`config.mk`:
```
export PLATFORM = sky130hd
export DESIGN_NAME = ray_gen
export DESIGN_NICKNAME = d
export VERILOG_FILES = /design/src/rtl/raytracer_pkg.sv /design/src/rtl/q88_sat.sv /design/src/rtl/ray_gen.sv
export SDC_FILE = /design/constraint.sdc
export NUM_CORES = 1
export LEC_CHECK = 0
export CAP_MARGIN = 20
export CELL_PAD_IN_SITES_DETAIL_PLACEMENT = 1
export CELL_PAD_IN_SITES_GLOBAL_PLACEMENT = 1
export CORE_MARGIN = 1
export CORE_UTILIZATION = 43
export DETAILED_ROUTE_END_ITERATION = 8
export GPL_ROUTABILITY_DRIVEN = 0
export PLACE_DENSITY = 0.95
export SETUP_SLACK_MARGIN = 0.1
export SYNTH_ARGS = -nofsm -noshare
export SYNTH_HDL_FRONTEND = slang
export SYNTH_SLANG_ARGS = --single-unit
```
`constraint.sdc`:
```
create_clock -name clock -period 5.95 [get_ports clock]
set_clock_uncertainty 0.05 [all_clocks]
set_input_delay 0.8925 -clock clock [delete_from_list [all_inputs] [get_ports clock]]
set_output_delay 0.8925 -clock clock [all_outputs]
set_load 0.01 [all_outputs]
```
`src/rtl/raytracer_pkg.sv`:
```
// Shared raytracer definitions: Q8.8 format, accumulator width, saturation
// limits and the ray generator state encoding.
package raytracer_pkg;

   localparam int Q_W   = 16;
   localparam int ACC_W = 24;

   localparam logic signed [Q_W-1:0] Q_MAX = 16'sh7FFF;
   localparam logic signed [Q_W-1:0] Q_MIN = 16'sh8000;

   typedef enum logic [1:0] {
      ST_IDLE = 2'd0,
      ST_RUN  = 2'd1,
      ST_DONE = 2'd2
   } rg_state_e;

   // Sign-extend a Q8.8 value into the wide accumulator format.
   function automatic logic signed [ACC_W-1:0] q_to_acc(input logic signed [Q_W-1:0] v);
      return {{(ACC_W-Q_W){v[Q_W-1]}}, v};
   endfunction

endpackage

```
`src/rtl/q88_sat.sv`:
```
// Saturating conversion from the wide signed accumulator to Q8.8.
module q88_sat
   import raytracer_pkg::*;
(
   input  logic signed [ACC_W-1:0] acc_i,
   output logic signed [Q_W-1:0]   q_o
);

   logic [ACC_W-Q_W:0] top_s;

   // In range only when every bit above the Q8.8 sign bit matches it.
   assign top_s = acc_i[ACC_W-1:Q_W-1];

   // Clamp out-of-range values toward the sign of the accumulator.
   always_comb begin
      if ((&top_s) || (~|top_s)) begin
         q_o = acc_i[Q_W-1:0];
      end else if (acc_i[ACC_W-1]) begin
         q_o = Q_MIN;
      end else begin
         q_o = Q_MAX;
      end
   end

endmodule

```
`src/rtl/ray_gen.sv`:
```
// Camera ray generator: scans an H_RES x V_RES frame and emits one primary
// ray per pixel through a valid/ready handshake.
module ray_gen
   import raytracer_pkg::*;
#(
   parameter int H_RES = 64,
   parameter int V_RES = 48
) (
   input  logic                         clock,
   input  logic                         reset,
   input  logic                         start,
   input  logic                         abort,
   input  logic signed [Q_W-1:0]        cam_origin_x,
   input  logic signed [Q_W-1:0]        cam_origin_y,
   input  logic signed [Q_W-1:0]        cam_origin_z,
   input  logic signed [Q_W-1:0]        focal,
   input  logic signed [Q_W-1:0]        step,
   input  logic                         out_ready,
   output logic                         valid_out,
   output logic signed [Q_W-1:0]        ray_origin_x,
   output logic signed [Q_W-1:0]        ray_origin_y,
   output logic signed [Q_W-1:0]        ray_origin_z,
   output logic signed [Q_W-1:0]        ray_dir_x,
   output logic signed [Q_W-1:0]        ray_dir_y,
   output logic signed [Q_W-1:0]        ray_dir_z,
   output logic [$clog2(H_RES)-1:0]     pix_x,
   output logic [$clog2(V_RES)-1:0]     pix_y,
   output logic                         last,
   output logic                         busy,
   output logic                         done
);

   localparam int PX_W = $clog2(H_RES);
   localparam int PY_W = $clog2(V_RES);
   localparam logic [PX_W-1:0] X_LAST = PX_W'(H_RES - 1);
   localparam logic [PY_W-1:0] Y_LAST = PY_W'(V_RES - 1);
   localparam logic signed [ACC_W-1:0] HALF_H = ACC_W'(H_RES / 2);
   localparam logic signed [ACC_W-1:0] HALF_V = ACC_W'(V_RES / 2);

   rg_state_e               state_q, state_d;
   logic                    valid_q, valid_d;
   logic                    last_q, last_d;
   logic                    busy_q, busy_d;
   logic                    done_q, done_d;
   logic [PX_W-1:0]         pix_x_q, pix_x_d;
   logic [PY_W-1:0]         pix_y_q, pix_y_d;
   logic signed [ACC_W-1:0] acc_x_q, acc_x_d;
   logic signed [ACC_W-1:0] acc_y_q, acc_y_d;
   logic signed [ACC_W-1:0] row_x_q, row_x_d;
   logic signed [Q_W-1:0]   step_q, step_d;
   logic signed [Q_W-1:0]   focal_q, focal_d;
   logic signed [Q_W-1:0]   org_x_q, org_x_d;
   logic signed [Q_W-1:0]   org_y_q, org_y_d;
   logic signed [Q_W-1:0]   org_z_q, org_z_d;
   logic signed [Q_W-1:0]   dir_x_q, dir_y_q;
   logic signed [Q_W-1:0]   dir_x_s, dir_y_s;
   logic signed [ACC_W-1:0] x_start_s, y_start_s;

   // First-pixel directions; row_x_q keeps the x start so line wraps need no multiply.
   assign x_start_s = -(HALF_H * q_to_acc(step));
   assign y_start_s = HALF_V * q_to_acc(step);

   // Next-state logic for the scan FSM and the direction accumulators.
   always_comb begin
      state_d = state_q;
      valid_d = valid_q;
      last_d  = last_q;
      busy_d  = busy_q;
      done_d  = 1'b0;
      pix_x_d = pix_x_q;
      pix_y_d = pix_y_q;
      acc_x_d = acc_x_q;
      acc_y_d = acc_y_q;
      row_x_d = row_x_q;
      step_d  = step_q;
      focal_d = focal_q;
      org_x_d = org_x_q;
      org_y_d = org_y_q;
      org_z_d = org_z_q;
      case (state_q)
         ST_IDLE: begin
            if (start) begin
               step_d  = step;
               focal_d = focal;
               org_x_d = cam_origin_x;
               org_y_d = cam_origin_y;
               org_z_d = cam_origin_z;
               acc_x_d = x_start_s;
               row_x_d = x_start_s;
               acc_y_d = y_start_s;
               pix_x_d = '0;
               pix_y_d = '0;
               valid_d = 1'b1;
               busy_d  = 1'b1;
               last_d  = 1'b0;
               state_d = ST_RUN;
            end else begin
               state_d = ST_IDLE;
            end
         end
         ST_RUN: begin
            // Abort takes priority over any transfer in the same cycle.
            if (abort) begin
               valid_d = 1'b0;
               busy_d  = 1'b0;
               last_d  = 1'b0;
               state_d = ST_IDLE;
            end else if (valid_q && out_ready) begin
               if (last_q) begin
                  valid_d = 1'b0;
                  busy_d  = 1'b0;
                  last_d  = 1'b0;
                  done_d  = 1'b1;
                  state_d = ST_DONE;
               end else if (pix_x_q == X_LAST) begin
                  pix_x_d = '0;
                  pix_y_d = pix_y_q + PY_W'(1);
                  acc_x_d = row_x_q;
                  acc_y_d = acc_y_q - q_to_acc(step_q);
                  last_d  = 1'b0;
               end else begin
                  pix_x_d = pix_x_q + PX_W'(1);
                  acc_x_d = acc_x_q + q_to_acc(step_q);
                  last_d  = ((pix_x_q + PX_W'(1)) == X_LAST) && (pix_y_q == Y_LAST);
               end
            end else begin
               state_d = ST_RUN;
            end
         end
         ST_DONE: begin
            state_d = ST_IDLE;
         end
         default: begin
            valid_d = 1'b0;
            busy_d  = 1'b0;
            last_d  = 1'b0;
            state_d = ST_IDLE;
         end
      endcase
   end

   q88_sat u_sat_x (
      .acc_i (acc_x_d),
      .q_o   (dir_x_s)
   );

   q88_sat u_sat_y (
      .acc_i (acc_y_d),
      .q_o   (dir_y_s)
   );

   // State, datapath and output registers with synchronous reset.
   always_ff @(posedge clock) begin
      if (reset) begin
         state_q <= ST_IDLE;
         valid_q <= 1'b0;
         last_q  <= 1'b0;
         busy_q  <= 1'b0;
         done_q  <= 1'b0;
         pix_x_q <= '0;
         pix_y_q <= '0;
         acc_x_q <= '0;
         acc_y_q <= '0;
         row_x_q <= '0;
         step_q  <= '0;
         focal_q <= '0;
         org_x_q <= '0;
         org_y_q <= '0;
         org_z_q <= '0;
         dir_x_q <= '0;
         dir_y_q <= '0;
      end else begin
         state_q <= state_d;
         valid_q <= valid_d;
         last_q  <= last_d;
         busy_q  <= busy_d;
         done_q  <= done_d;
         pix_x_q <= pix_x_d;
         pix_y_q <= pix_y_d;
         acc_x_q <= acc_x_d;
         acc_y_q <= acc_y_d;
         row_x_q <= row_x_d;
         step_q  <= step_d;
         focal_q <= focal_d;
         org_x_q <= org_x_d;
         org_y_q <= org_y_d;
         org_z_q <= org_z_d;
         dir_x_q <= dir_x_s;
         dir_y_q <= dir_y_s;
      end
   end

   assign valid_out    = valid_q;
   assign last         = last_q;
   assign busy         = busy_q;
   assign done         = done_q;
   assign pix_x        = pix_x_q;
   assign pix_y        = pix_y_q;
   assign ray_origin_x = org_x_q;
   assign ray_origin_y = org_y_q;
   assign ray_origin_z = org_z_q;
   assign ray_dir_x    = dir_x_q;
   assign ray_dir_y    = dir_y_q;
   assign ray_dir_z    = focal_q;

endmodule

```
* Word level (Yosys, flattened, before mapping)
Index checks and enable logic that the tools add are counted.
** Operators by class
- $mul :: 1
- Shifts and indexed selects :: 0
- Divide/modulo/power cells :: 0
- Magnitude comparators :: 0
- Bitwise operators :: 3
- Reduce and logical (&&, ||, !) cells :: 18
- Equal/unequal tests :: 13
- Muxes and demuxes :: 44
- $add $sub $neg :: 5
** Operator list (count)
- 2-to-1 mux 24 bit :: 10
- one-hot mux 24 bit (2 select lines) :: 2
- 2-to-1 mux 16 bit :: 4
- 2-to-1 mux 6 bit :: 9
- adder 24 x 16 -> 24 bit :: 1
- negator 21 -> 24 bit :: 1
- one-hot mux 6 bit (2 select lines) :: 2
- subtractor 24 x 16 -> 24 bit :: 1
- multiplier 3 x 16 -> 19 bit (first input constant) :: 1
- equality test 6 bit (second input constant) :: 3
- AND reduction 9 bit :: 2
- OR reduction 9 bit :: 2
- adder 6 x 1 -> 6 bit (second input constant) :: 2
- 2-to-1 mux 1 bit :: 11
- inequality test 2 bit (second input constant) :: 5
- 2-to-1 mux 2 bit :: 3
- inequality test 3 bit (second input constant) :: 2
- one-hot mux 1 bit (3 select lines) :: 2
- AND reduction 6 bit :: 1
- AND reduction 5 bit :: 1
- inequality test 4 bit (second input constant) :: 1
- one-hot mux 2 bit (2 select lines) :: 1
- AND reduction 4 bit :: 1
- OR reduction 4 bit :: 1
- other kinds (10) :: 15
** Storage, ports and cells
- Bits in registers :: 201
- RAM bits :: 0
- Input port bits :: 85
- Bits in latches :: 0
- Word-level logic and storage cells :: 100
- Output and inout bits :: 112
- Memories :: 0
- ROM bits :: 0

* Depth between registers and ports, before layout
- Depth in word-level cells :: 10
- Gate-level depth with buffers :: 17
- Gate-level depth less buffers :: 15

* Modules after synthesis
From an unflattened synthesis, not the netlist that was laid out.
** Second synthesis, totals
- Cell total of the unflattened synthesis :: 1518
- Area total of the unflattened synthesis :: 11727.5 µm²
** Modules (own cells, without submodules)
- ray_gen :: instances 1, cells each 1432, area each 11099.4 µm²
- q88_sat :: instances 2, cells each 43, area each 314.1 µm²

* Least setup slack after synthesis
OpenSTA, ideal clock, no wires.
- Path type :: input-to-reg
- Start :: input port step[1]
- End :: register dir_y_q[14] (netlist: ray_dir_y[14])
- Buffers on the path :: 2
- Cell stages on the path :: 17
- Setup time :: 0.062 ns
- Data arrival time :: 3.853 ns
- Setup slack :: 1.985 ns
- Required time :: 5.838 ns
- Cell sequence :: inv_1 ha_1 ha_1 inv_1 fa_1 nor2b_1 o31a_1 o211a_1 o21a_1 or3_1 o311ai_1 a2111oi_0 and4_1 buf_2 a211o_2 buf_6 nand3_1
** On the way
- Longest elaborated chain between the ends :: 7
- Elaborated cells between the ends (all ways) :: 9
** Ends and longest elaborated chain
- start: declaration :: line ray_gen.sv:17 : input logic signed [Q_W-1:0] step,
- multiplier 3 x 16 -> 19 bit * :: line ray_gen.sv:61 : assign y_start_s = HALF_V * q_to_acc(step);
- 2-to-1 mux 24 bit * :: line ray_gen.sv:82 : if (start) begin
- one-hot mux 24 bit (2 select lines) * :: line ray_gen.sv:80 : case (state_q)
- OR reduction 9 bit :: line q88_sat.sv:16 : if ((&top_s) || (~|top_s)) begin
- logical NOT 1 bit :: line q88_sat.sv:16
- logical OR 1 bit :: line q88_sat.sv:16
- 2-to-1 mux 16 bit * :: line q88_sat.sv:16
- end signal: assignment :: line ray_gen.sv:189 : dir_y_q <= dir_y_s;
- end: declaration :: line ray_gen.sv:55 : logic signed [Q_W-1:0] dir_x_q, dir_y_q;
Mark *: on every way between the ends. The rest lies on a longest branch, timed or not.
A chain may end at the register's enable or synchronous reset.

* Final worst setup path
- Start :: input port step[3]
- End :: register dir_y_q[5] (netlist: ray_dir_y[5])
The elaborated chain is that of the path after synthesis.

==> flow_metrics.py <==
metrics = {
    "outcome": {
        "outcome": "complete, no violations",
    },
    "layout": {
        "finalNetCount": 1792,
        "fin_cells": 1959,
        "final_common_cell": "nand2_1",
        "most-common-layout-cells": "nand2_1, dfxtp_1, clkdlybuf4s50_1",
        "stdcell_area_mm2": 0.0143,
        "utilization": 0.547,
        "layout-drive-gt1-share": 0.0419,
        "area_growth_pct": 24.9,
    },
    "clocking": {
        "htree_levels": 4,
        "ctsRootBufferMaster": "clkbuf_16",
        "cts_tree": "yes",
        "cts_sinks": 195,
        "clk_pin_slew_ns": 0.08,
        "clockBufferDepth": 2,
        "insertion_delay_ns": 0.47,
        "post_cts_resized": 0,
        "postCtsSetupRepairBufs": 0,
        "cts_hold_buf": 0,
        "cts_made_buffers": 17,
    },
    "synth": {
        "postSynthAreaPerCell_um2": 7.83,
        "synth_cell_types": 80,
        "netlist_instances": 1459,
        "synthTopCellsByArea": "dfxtp_1, ha_1, nand2_1",
        "synth-seq-cells": 195,
        "syn-num-nets": 1641,
        "netlist.area_leader.share": 0.342,
        "synth_edf_count": 0,
        "ys_seq_area_frac": 0.342,
        "synth_area_mm2": 0.0114,
        "ys.flop_type": "dfxtp_1",
        "ys.warnings.count": 0,
        "synth_area_leader_cell": "dfxtp_1",
        "async_reset_ff_frac": 0,
    },
    "drt": {
        "vias_per_cell": 6.23,
        "wl_mm": 45.7,
        "vias": 12209,
        "drc": 0,
        "drtAntennaViolNets": 0,
        "first_pass_iters": 6,
        "drt_iter0_markers": 1132,
        "drt-wirelength-per-cell_um": 23.3,
    },
    "timing": {
        "finalSetupViolCount": 0,
        "rsz0062_at_grt": "no",
        "worstMarginPinSlew_ns": 0.990,
        "fmax_ghz": 0.194,
        "finalHoldViolations": 0,
        "final-max-slew-violation-count": 0,
        "fin_crit_ns": 5.14,
        "finalCritPeriodShare": 0.864,
        "slew_headroom": 0.340,
        "tns_ns": 0,
    },
    "worst_hold_path": {
        "hold_class": "reg -> reg",
        "hp-start": "row_x_q[16]$_SDFFE_PP0P_",
    },
    "floorplanning": {
        "rows": 59,
        "core_region_area_mm2": 0.0261,
        "ios": 197,
        "die_x_um": 165,
        "die_h_um": 165,
        "initial_core_util": 0.438,
        "die-area_mm2": 0.0272,
    },
    "global_route": {
        "grt_remaining_overflow": 0,
        "grt_pass1_wl_mm": 71.1,
        "grt_pass1_vias": 12872,
        "antenna_found_initial": 0,
        "grt_max_degree": 70,
        "grt_util_all_layers": 0.337,
    },
    "worst_setup_path": {
        "cp-start-kind": "primary input",
        "cp.arrival_ns": 5.49,
        "end_kind": "flip-flop",
        "critical_path_required_ns": 6.30,
        "crit_fanout": 15,
        "crit_type": "in -> reg",
        "slowest_delay_ns": 0.73,
        "crit_family": "simple AND/OR/NAND/NOR gates",
        "reg2reg_from": "step_q[15]$_SDFFE_PP0P_",
        "crit_start": "step[3]",
        "crit_slowest_cell": "a2111oi_0",
        "critical_path_buf_inv_count": 2,
        "crit_chain": "clkdlybuf4s50_1 -> inv_1 -> ha_1 -> ha_1 -> o21ai_0 -> o21ai_0 -> nand2_1 -> a2111oi_0 -> mux2i_1 -> nand2_1 -> and3_1 -> nor2_1 -> nand4_1 -> nand3_1",
    },
    "pwr": {
        "irDropWorstVdd_mv": 0.197,
        "power.leakage_nw": 5.72,
        "p_per_area_mw_per_mm2": 273,
    },
    "run": {
        "maxCapViolCount": 0,
    },
    "place": {
        "placed_area_mm2": 0.0136,
        "numPortBuffers": 196,
        "dpl.cell_count": 1926,
        "dpl.hpwl_mm": 30.0,
    },
}
==> final timing paths <==
path,slack (ns),endpoint,depth (start not counted)
setup reg to reg,1.14,ray_dir_y[0]$_SDFF_PP0_,12
hold / removal,0.41,row_x_q[16]$_SDFFE_PP0P_,2
setup / recovery,0.81,ray_dir_y[5]$_SDFF_PP0_,14
hold reg to reg,0.41,row_x_q[16]$_SDFFE_PP0P_,2
==> report_power, final <==
group / total (mW) / leakage [nW] / internal, mW / switching, mW
registers: 1.47 / 1.60 / 1.40 / 0.0684
logic: 1.09 / 3.80 / 0.446 / 0.639
clock network: 1.34 / 0.322 / 0.667 / 0.670
==> cells in the mapped netlist (all sizes together), types with 17 or more instances <==
cell type  instances
nand2            281
dfxtp            195
a21oi            171
ha                94
nor2              92
inv               69
o21ai             57
clkbuf            56
nand4             48
xnor2             40
nand3             33
a21o              24
nor3              24
buf               21
xor2              19
nor2b             17
==> worst reg2reg max path, cell delays in order (launching register included) <==
cell       delay, ns
dfxtp_1         0.80
inv_1           0.50
ha_1            0.58
nand2_1         0.13
nor2_1          0.24
nand2_1         0.09
nor3_1          0.40
o21a_1          0.26
o311ai_1        0.15
a2111oi_0       0.35
and4_1          0.62
a211o_2         0.40
nand3_1         0.13
==> routing by layer <==
| layer | wire, um | part of all wire | vias to the layer above | global-route usage |
|---|---|---|---|---|
| li1 | - | - | 5478 | - |
| met1 | 18100 | 0.40 | 5967 | 0.392 |
| met2 | 22500 | 0.49 | 595 | 0.574 |
| met3 | 2860 | 0.063 | 169 | 0.0648 |
| met4 | 2240 | 0.049 | 0 | 0.196 |
| met5 | 0 | 0 | - | 0 |
==> cell type report <==
cell class,count,area (um^2)
clock inverters,15,239
inverters,69,259
flip-flops and latches,195,3900
clock buffers,17,425
well taps,335,419
diodes,1,2.50
multi-input cells,1118,6950
fillers,3105,11800
repair buffers,209,2060
==> through the flow <==
| step | setup slack, ns | total power, mW | hold WS, ns |
|---|---|---|---|
| after floorplan | 1.99 | 2.13 | 0.386 |
| after global placement | 0.812 | 2.45 | 0.391 |
| after detailed placement | 0.519 | 2.51 | 0.396 |
| after CTS | 0.958 | 3.88 | 0.408 |
| after global routing | 0.509 | 4.04 | 0.429 |
| final | 0.808 | 3.89 | 0.406 |
==> registers in the layout, summed over array words and instances, names as in the netlist <==
signal and count:
acc_y_q 24, ray_origin_z 16, done 1, ray_origin_x 16, ray_origin_y 16, busy 1, ray_dir_x 16, pix_x 6
row_x_q 19, last 1, ray_dir_y 16, ray_dir_z 16, acc_x_q 24, step_q 15, pix_y 6, state_q 2
==> cells by family after synthesis <==
kind of cell             after synthesis  synth area share
adder cells (fa/ha/maj)               97             0.108
AO/OA/AOI/OAI                        396             0.220
AND/OR/NAND/NOR                      554             0.223
XOR/XNOR                              59            0.0453
flip-flops                           195             0.342
multiplexers                          12            0.0107
buffers and inverters                146            0.0506
Note: power is estimated with default switching activity, not from simulation.
